**config.mk**
```make
export PLATFORM = sky130hd
export DESIGN_NAME = spi_slave_fifo
export DESIGN_NICKNAME = d
export VERILOG_FILES = /design/src/rtl/spi_slave_fifo.sv
export SDC_FILE = /design/constraint.sdc
export NUM_CORES = 1
export LEC_CHECK = 0
export CAP_MARGIN = 20
export CORE_UTILIZATION = 51
export DETAILED_ROUTE_END_ITERATION = 12
export PLACE_DENSITY_LB_ADDON = 0.25
export SLEW_MARGIN = 20
export SYNTH_ARGS = -nofsm -noshare
export SYNTH_HDL_FRONTEND = slang
export SYNTH_SLANG_ARGS = --single-unit
export TNS_END_PERCENT = 50
```
**constraint.sdc**
```tcl
create_clock -name sclk -period 3.9 [get_ports sclk]
set_input_delay 0.78 -clock sclk [delete_from_list [all_inputs] [get_ports sclk]]
set_output_delay 0.78 -clock sclk [all_outputs]
set_load 0.02 [all_outputs]
```
**src/rtl/spi_slave_fifo.sv**
```systemverilog
// spi_slave_fifo: full-duplex SPI slave clocked directly by sclk. Response words
// are queued in a TX FIFO ahead of time and received words are buffered in a
// first-word-fall-through RX FIFO. It also keeps sticky over/underrun flags and
// counts complete words per cs_n frame.
module spi_slave_fifo #(
    parameter int                WIDTH     = 8,
    parameter int                DEPTH     = 4,
    parameter int                LSB_FIRST = 0,
    parameter logic [WIDTH-1:0]  IDLE_WORD = {WIDTH{1'b1}}
) (
    input  logic                         sclk,
    input  logic                         rst,
    input  logic                         cs_n,
    input  logic                         mosi,
    output logic                         miso,
    input  logic                         load,
    input  logic [WIDTH-1:0]             din,
    output logic                         tx_full,
    output logic [$clog2(DEPTH+1)-1:0]   tx_level,
    input  logic                         rd_en,
    output logic [WIDTH-1:0]             dout,
    output logic                         d_valid,
    output logic [$clog2(DEPTH+1)-1:0]   rx_level,
    output logic                         overrun,
    output logic                         underrun,
    input  logic                         clr_err,
    output logic                         frame_done,
    output logic [15:0]                  frame_words
);
    localparam int LW = $clog2(DEPTH + 1);
    localparam int AW = $clog2(DEPTH);
    localparam int BW = (WIDTH > 1) ? $clog2(WIDTH) : 1;
    localparam logic [LW-1:0] FULL_LVL = LW'(DEPTH);
    localparam logic [LW-1:0] ZERO_LVL = {LW{1'b0}};
    localparam logic [BW-1:0] LAST_BIT = BW'(WIDTH - 1);
    localparam logic [BW-1:0] ZERO_BIT = {BW{1'b0}};

    logic [WIDTH-1:0] tx_mem_r [DEPTH];
    logic [AW-1:0]    tx_wr_r, tx_rd_r;
    logic [LW-1:0]    tx_cnt_r;
    logic [WIDTH-1:0] rx_mem_r [DEPTH];
    logic [AW-1:0]    rx_wr_r, rx_rd_r;
    logic [LW-1:0]    rx_cnt_r;

    logic             cs_q_r;
    logic [BW-1:0]    bit_cnt_r;
    logic [WIDTH-1:0] rx_sh_r, tx_sh_r;
    logic             tx_armed_r;
    logic             overrun_r, underrun_r, frame_done_r;
    logic [15:0]      frame_words_r;

    logic             word_start_s, word_end_s, frame_start_s, abort_s, idle_arm_s;
    logic             tx_empty_s, tx_full_s, tx_push_s, tx_pop_s;
    logic             rx_full_s, rx_push_s, rx_pop_s;
    logic             ovr_set_s, und_set_s, tx_out_s;
    logic [WIDTH-1:0] rx_word_s, tx_shift_s, tx_head_s;

    // Decode the bit phase into word/frame events and FIFO push/pop strobes.
    always_comb begin
        word_start_s = 1'b0;
        word_end_s   = 1'b0;
        abort_s      = 1'b0;
        idle_arm_s   = 1'b0;
        if (!cs_n) begin
            word_start_s = (bit_cnt_r == ZERO_BIT);
            word_end_s   = (bit_cnt_r == LAST_BIT);
        end else begin
            // cs_n high with a partial word in flight aborts that word
            abort_s    = (bit_cnt_r != ZERO_BIT);
            idle_arm_s = (bit_cnt_r == ZERO_BIT) && !tx_armed_r;
        end
        frame_start_s = word_start_s && cs_q_r;
        tx_empty_s    = (tx_cnt_r == ZERO_LVL);
        tx_full_s     = (tx_cnt_r == FULL_LVL);
        tx_head_s     = tx_mem_r[tx_rd_r];
        tx_push_s     = load && !tx_full_s;
        tx_pop_s      = (idle_arm_s || word_end_s) && !tx_empty_s;
        rx_full_s     = (rx_cnt_r == FULL_LVL);
        rx_pop_s      = rd_en && (rx_cnt_r != ZERO_LVL);
        if (word_end_s) begin
            // a pop in the same cycle frees the slot the new word needs
            rx_push_s = !rx_full_s || rd_en;
            ovr_set_s = rx_full_s && !rd_en;
        end else begin
            rx_push_s = 1'b0;
            ovr_set_s = 1'b0;
        end
        und_set_s = word_start_s && !tx_armed_r;
        if (LSB_FIRST != 0) begin
            rx_word_s  = {mosi, rx_sh_r[WIDTH-1:1]};
            tx_shift_s = {1'b0, tx_sh_r[WIDTH-1:1]};
            tx_out_s   = tx_sh_r[0];
        end else begin
            rx_word_s  = {rx_sh_r[WIDTH-2:0], mosi};
            tx_shift_s = {tx_sh_r[WIDTH-2:0], 1'b0};
            tx_out_s   = tx_sh_r[WIDTH-1];
        end
    end

    // TX FIFO storage write.
    always_ff @(posedge sclk) begin
        if (tx_push_s) begin
            tx_mem_r[tx_wr_r] <= din;
        end
    end

    // TX FIFO pointers and occupancy.
    always_ff @(posedge sclk) begin
        if (rst) begin
            tx_wr_r  <= {AW{1'b0}};
            tx_rd_r  <= {AW{1'b0}};
            tx_cnt_r <= ZERO_LVL;
        end else begin
            if (tx_push_s) tx_wr_r <= tx_wr_r + AW'(1);
            if (tx_pop_s)  tx_rd_r <= tx_rd_r + AW'(1);
            case ({tx_push_s, tx_pop_s})
                2'b10:   tx_cnt_r <= tx_cnt_r + LW'(1);
                2'b01:   tx_cnt_r <= tx_cnt_r - LW'(1);
                default: tx_cnt_r <= tx_cnt_r;
            endcase
        end
    end

    // RX FIFO storage write.
    always_ff @(posedge sclk) begin
        if (rx_push_s) begin
            rx_mem_r[rx_wr_r] <= rx_word_s;
        end
    end

    // RX FIFO pointers and occupancy.
    always_ff @(posedge sclk) begin
        if (rst) begin
            rx_wr_r  <= {AW{1'b0}};
            rx_rd_r  <= {AW{1'b0}};
            rx_cnt_r <= ZERO_LVL;
        end else begin
            if (rx_push_s) rx_wr_r <= rx_wr_r + AW'(1);
            if (rx_pop_s)  rx_rd_r <= rx_rd_r + AW'(1);
            case ({rx_push_s, rx_pop_s})
                2'b10:   rx_cnt_r <= rx_cnt_r + LW'(1);
                2'b01:   rx_cnt_r <= rx_cnt_r - LW'(1);
                default: rx_cnt_r <= rx_cnt_r;
            endcase
        end
    end

    // Serial engine: bit counter, shift registers and TX word arming.
    always_ff @(posedge sclk) begin
        if (rst) begin
            cs_q_r     <= 1'b1;
            bit_cnt_r  <= ZERO_BIT;
            rx_sh_r    <= {WIDTH{1'b0}};
            tx_sh_r    <= {WIDTH{1'b0}};
            tx_armed_r <= 1'b0;
        end else begin
            cs_q_r <= cs_n;
            if (cs_n) begin
                bit_cnt_r <= ZERO_BIT;
                if (abort_s) begin
                    tx_armed_r <= 1'b0;
                    tx_sh_r    <= IDLE_WORD;
                end else if (idle_arm_s) begin
                    tx_armed_r <= !tx_empty_s;
                    tx_sh_r    <= tx_empty_s ? IDLE_WORD : tx_head_s;
                end
            end else begin
                rx_sh_r <= rx_word_s;
                if (word_end_s) begin
                    bit_cnt_r  <= ZERO_BIT;
                    tx_armed_r <= !tx_empty_s;
                    tx_sh_r    <= tx_empty_s ? IDLE_WORD : tx_head_s;
                end else begin
                    bit_cnt_r <= bit_cnt_r + BW'(1);
                    tx_sh_r   <= tx_shift_s;
                end
            end
        end
    end

    // Sticky error flags, frame-end pulse and per-frame word counter.
    always_ff @(posedge sclk) begin
        if (rst) begin
            overrun_r     <= 1'b0;
            underrun_r    <= 1'b0;
            frame_done_r  <= 1'b0;
            frame_words_r <= 16'd0;
        end else begin
            overrun_r    <= (overrun_r && !clr_err) || ovr_set_s;
            underrun_r   <= (underrun_r && !clr_err) || und_set_s;
            frame_done_r <= !cs_q_r && cs_n;
            if (frame_start_s) begin
                frame_words_r <= word_end_s ? 16'd1 : 16'd0;
            end else if (word_end_s && (frame_words_r != 16'hFFFF)) begin
                frame_words_r <= frame_words_r + 16'd1;
            end
        end
    end

    assign miso        = cs_n ? 1'b0 : tx_out_s;
    assign tx_full     = tx_full_s;
    assign tx_level    = tx_cnt_r;
    assign rx_level    = rx_cnt_r;
    assign d_valid     = (rx_cnt_r != ZERO_LVL);
    assign dout        = (rx_cnt_r != ZERO_LVL) ? rx_mem_r[rx_rd_r] : {WIDTH{1'b0}};
    assign overrun     = overrun_r;
    assign underrun    = underrun_r;
    assign frame_done  = frame_done_r;
    assign frame_words = frame_words_r;
endmodule
```
==> flow_summary.json, run 1 <==
{
  "powerDensity_mw_per_mm2": 532,
  "critPathArrivalTime_ps": 2490,
  "postCtsHoldBufs": 0,
  "antenna_found_initial": 0,
  "max_freq_mhz": 306,
  "min_path_type": "reg2reg",
  "drive_gt1_share_pct": 12.4,
  "synthCells": 420,
  "timing.slew.headroom_pct": 28.9,
  "drcViolationCount": 0,
  "syn_area_mm2": 0.00522,
  "final_common_cell": "edfxtp_1",
  "worst_clock_skew_ps": 8.55,
  "layout_common_cells": "edfxtp_1 (64), dfxtp_1 (57), clkdlybuf4s50_1 (50), nor2_1 (31), a21oi_1 (30)",
  "start_util_pct": 52.9,
  "slew_violations": 0,
  "final_area_mm2": 0.00641,
  "io_pins": 51,
  "hpwl_um": 6300,
  "cpPeakStageDelay_ps": 680,
  "worstSetupEndpointType": "output port",
  "cts_buffers": 17,
  "grt_pass1_vias": 3246,
  "worstMarginPinSlew_ps": 1060,
  "synth_fp_nets": 452,
  "dr.pass1.iters": 4,
  "area_delta_synth_final_pct": 22.8,
  "setup_viol": 0,
  "wl_per_cell_um": 15.6,
  "tns_ps": 0,
  "die_w_um": 103,
  "synth.distinct_cells": 52,
  "status": "completed",
  "path_class": "reg2out",
  "irDropWorstVdd_uv": 402,
  "syn_avg_cell_area_um2": 12.4,
  "nNetsFinal": 502,
  "crit_required_ps": 3120,
  "avgViaCountPerCell": 5.53,
  "yosys_warnings": 0,
  "cts_buffer_depth": 2,
  "grt_pass1_wl_um": 15500,
  "postCtsSetupBuffers": 0,
  "period_share_pct": 83.8,
  "dieArea_mm2": 0.0106,
  "worstPathMaxFanout": 8,
  "clkSinkCount": 121,
  "portBuffers": 50,
  "layout_min_cycle_time_ps": 3270,
  "seq_area_frac_synth_pct": 58.7,
  "gp_congestion": 0.746,
  "synth-main-ff-cell": "edfxtp_1",
  "routed_wirelength_um": 9600,
  "drtIter0Drc": 163,
  "path_cells": "mux4_2 -> and2_1 -> clkdlybuf4s50_1",
  "cts_resized": 0,
  "final_cells": 616,
  "core_area_mm2": 0.00986,
  "vias": 3409,
  "cap_violations": 0,
  "async_reset_ff_share_pct": 0,
  "die_y_um": 103,
  "grt_max_degree": 44,
  "leakagePower_uw": 0.00221,
  "dpl_cell_area_mm2": 0.00581,
  "cp-start-kind": "flop",
  "htreeDepth": 4,
  "ant_nets": 0,
  "grt_overflow_total": 0,
  "cts-root-buf": "clkbuf_8",
  "num_antenna_cells": 0,
  "grt_use_total_pct": 19.7,
  "finalHoldViolations": 0,
  "cts_tree": "yes",
  "path_clk_slew_ps": 60,
  "ys_seq_elements": 121,
  "cp_slowest_cell": "dfxtp_1",
  "synth_edf_count": 64,
  "place_inst": 584,
  "placementRows": 36,
  "rsz0062_at_grt": "false",
  "worst_skew_pair.late_latency_ps": 520
}
-- cell usage after synthesis, types with 2 or more instances --
| library cell | number | area share [%] |
|---|---|---|
| clkbuf_1 | 13 | 0.93 |
| mux4_2 | 16 | 6.9 |
| o31ai_1 | 10 | 1.4 |
| nor3_1 | 4 | 0.38 |
| o21ai_0 | 7 | 0.67 |
| and2_1 | 18 | 2.2 |
| inv_1 | 22 | 1.6 |
| dfxtp_1 | 57 | 22 |
| or2_2 | 4 | 0.48 |
| edfxtp_1 | 64 | 37 |
| nor3b_1 | 2 | 0.29 |
| xnor2_1 | 3 | 0.50 |
| buf_2 | 5 | 0.48 |
| or4_1 | 10 | 1.4 |
| a21oi_1 | 30 | 2.9 |
| nand4_1 | 2 | 0.24 |
| nor2_1 | 31 | 2.2 |
| nand3_1 | 5 | 0.48 |
| or3_1 | 15 | 1.8 |
| xor2_1 | 5 | 0.84 |
| nor2b_1 | 4 | 0.48 |
| o21a_1 | 2 | 0.29 |
| buf_4 | 2 | 0.29 |
| fa_1 | 2 | 0.77 |
| nand4_2 | 2 | 0.48 |
| nand2_1 | 23 | 1.7 |
| nand2b_1 | 4 | 0.48 |
| a2111oi_0 | 7 | 1.2 |
| mux2i_1 | 11 | 2.1 |
| a2111oi_1 | 2 | 0.38 |
| ha_1 | 15 | 3.6 |
| and3_1 | 3 | 0.36 |
-- sequential cells by signal, indices dropped and copies added, names as in the netlist, named ones only --
signal       cells
tx_rd_r          2
overrun          1
cs_q_r           1
underrun         1
tx_sh_r          8
tx_level         3
rx_sh_r          7
tx_wr_r          2
bit_cnt_r        3
tx_mem_r        32
rx_mem_r        32
rx_rd_r          2
frame_done       1
rx_level         3
tx_armed_r       1
frame_words     16
rx_wr_r          2
-- through the flow --
| stage | worst slack, ps | power (µW) | hold WS, ps | utilization (%) |
|---|---|---|---|---|
| 2_1_floorplan | 1210 | 1760 | 403 | - |
| 4_1_cts | 569 | 3430 | 458 | 65.0 |
| 5_1_grt | 493 | 3540 | 471 | 65.0 |
| 3_3_place_gp | 605 | 1860 | 444 | 58.9 |
| 3_5_place_dp | 430 | 1870 | 450 | 58.9 |
| 6_report | 631 | 3410 | 458 | 65.0 |
-- path summary, 6_finish.rpt --
kind,cells past startpoint,startpoint,slack [ps],endpoint
max,3,flop,630,dout[2]
min,2,tx_sh_r[7],460,tx_sh_r[7]
max reg2reg,11,bit_cnt_r[0],1150,tx_level[2]
min reg2reg,2,tx_sh_r[7],460,tx_sh_r[7]
-- per-layer routing --
metal	wire length, µm	global-route usage, %	up-vias
met5	0	0	-
met4	151	8.34	0
met3	339	5.24	14
met2	4930	34.2	74
met1	4170	23.4	1661
li1	-	-	1660
-- worst max-delay path: cells and delay by family (launching register included) --
family        cells  cell delay, ps
simple gates      1             170
flops             1             680
mux               1             590
buf+inv           1             530
-- where the power goes --
group          switching [µW]  internal [µW]
sequential               63.6           1420
combinational             182            173
clock                     571            996
-- layout make-up --
type | instances | area, µm²
Clock inverter | 13 | 171
Fill cell | 730 | 3460
Timing Repair Buffer | 53 | 523
Inverter | 22 | 82.6
Sequential cell | 121 | 3060
Clock buffer | 19 | 432
Multi-Input combinational cell | 255 | 1970
Tap cell | 133 | 166
-- cell families after synthesis --
| family | after synthesis | synth area share [%] |
|---|---|---|
| mux | 27 | 9.01 |
| flops | 121 | 58.7 |
| simple gates | 139 | 15.3 |
| buf+inv | 44 | 3.57 |
| fa+ha+maj | 17 | 4.36 |
| xor+xnor | 8 | 1.34 |
| compound gates | 64 | 7.77 |
Power figures use the tool's default switching activity.
==> run 2: changes to the inputs <==
Clock period 3.9 ns to 3.29 ns, I/O delays scaled along.
==> run 2 against run 1 <==
  * Design area shrank 0.98%
  * Critical endpoint unchanged
  * Largest power group is now sequential cells
  * First-iteration DRC count grew 1.8%
  * Sequential power up 18%
  * Utilization decreased by 0.63 points
  * Critical path depth unchanged
  * Total power increased by 11%
  * Non-clock buffer count up 3
  * Combinational power rose by 21%
==> flow_summary.json, run 2 (synthesis gave the netlist of run 1 again) <==
{
  "status": "completed",
  "area_delta_synth_final_pct": 21.6,
  "grt_use_total_pct": 19.8,
  "cts_buffers": 17,
  "drtIter0Drc": 166,
  "cts_resized": 0,
  "routed_wirelength_um": 9580,
  "worstPathMaxFanout": 8,
  "final_common_cell": "edfxtp_1",
  "worstSetupEndpointType": "output port",
  "critPathArrivalTime_ps": 2450,
  "path_class": "reg2out",
  "tns_ps": 0,
  "cap_violations": 0,
  "placementRows": 36,
  "hold_path.startpoint": "tx_sh_r[7]",
  "path_clk_slew_ps": 60,
  "max_freq_mhz": 322,
  "gp_congestion": 0.738,
  "wl_per_cell_um": 15.5,
  "grt_max_degree": 43,
  "postCtsHoldBufs": 0,
  "rsz0062_at_grt": "false",
  "leakagePower_uw": 0.00218,
  "ant_nets": 0,
  "regToRegSetupSlack_ps": 730,
  "grt_pass1_vias": 3276,
  "grt_pass1_wl_um": 15800,
  "period_share_pct": 94.4,
  "start_util_pct": 52.9,
  "io_pins": 51,
  "num_antenna_cells": 0,
  "final_cells": 619,
  "place_inst": 587,
  "worst_clock_skew_ps": 8.69,
  "holdPathEnd": "tx_sh_r[7]",
  "timing.rr.start": "bit_cnt_r[0]",
  "whs_path_depth": 2,
  "die_y_um": 103,
  "crit_required_ps": 2630,
  "timing.rr.end": "tx_level[2]",
  "vias": 3367,
  "drcViolationCount": 0,
  "slew_violations": 0,
  "nNetsFinal": 505,
  "power_uw": 3790,
  "postCtsSetupBuffers": 0,
  "powerDensity_mw_per_mm2": 597,
  "finalHoldViolations": 0,
  "antenna_found_initial": 0,
  "core_area_mm2": 0.00986,
  "drive_gt1_share_pct": 12.8,
  "min_path_type": "reg2reg",
  "grt_overflow_total": 0,
  "cts_tree": "yes",
  "portBuffers": 50,
  "cp-start-kind": "flop",
  "dr.pass1.iters": 4,
  "die_w_um": 103,
  "cts-root-buf": "clkbuf_8",
  "worst_slack_ps": 185,
  "layout_min_cycle_time_ps": 3110,
  "timing.slew.headroom_pct": 32.7,
  "worst-r2r-cell-count": 11,
  "dieArea_mm2": 0.0106,
  "place_ws_ps": 166,
  "htreeDepth": 4,
  "irDropWorstVdd_uv": 432,
  "avgViaCountPerCell": 5.44,
  "hpwl_um": 6450,
  "clkSinkCount": 121,
  "setup_viol": 0,
  "layout_common_cells": "edfxtp_1 (64), dfxtp_1 (57), clkdlybuf4s50_1 (50), nor2_1 (31), a21oi_1 (30)",
  "worstMarginPinSlew_ps": 1000,
  "cts_buffer_depth": 2,
  "worst_skew_pair.late_latency_ps": 510
}
run 2: power breakdown:
part	internal [µW]	switching, µW	total [µW]
logic	207	220	428
clock network	921	679	1600
registers	1690	78.0	1760
total	2810	977	3790
run 2: cell type report:
type / count / area (µm²)
inverter: 22 / 82.6
clock inverter: 15 / 104
timing repair buffer: 56 / 546
multi-input combinational: 255 / 1970
clock buffer: 17 / 414
fill: 737 / 3520
tap: 133 / 166
sequential: 121 / 3060
run 2: routing by layer:
layer / GRT usage [%] / vias to the layer above / part of all wire [%]
met2: 33.3 / 73 / 50
met3: 3.97 / 13 / 3.0
met1: 25.1 / 1622 / 45
li1: - / 1659 / -
met4: 8.34 / 0 / 1.8
met5: 0 / - / 0
run 2: worst max-delay path, cell delays in order, from the launching register on:
cell             delay, ps
dfxtp_1                660
mux4_2                 580
and2_1                 170
clkdlybuf4s50_1        530
run 2: worst max-delay path by stage:
| stage | startpoint | to | slack, ps |
|---|---|---|---|
| floorplan | tx_level[2] | tx_level[2] | 640 |
| CTS | flop | dout[2] | 120 |
| global route | flop | dout[3] | 30 |
| global placement | cs_n | rx_level[2] | 260 |
| finish | flop | dout[2] | 180 |
| detailed placement | cs_n | rx_level[2] | 170 |
run 2: per-stage QoR:
| step | instance area (µm²) | utilization, % | hold WS [ps] |
|---|---|---|---|
| floorplan | 5220 | - | 403 |
| global placement | 5830 | 59.1 | 443 |
| detailed placement | 5830 | 59.1 | 444 |
| CTS | 6350 | 64.3 | 451 |
| global route | 6350 | 64.3 | 480 |
| finish | 6350 | 64.3 | 450 |
==> run 3: changes to the inputs <==
Settings changed: SLEW_MARGIN 20 to 0.
==> results of run 3 <==
No change in the layout: final DEF, timing and power equal those of run 2.
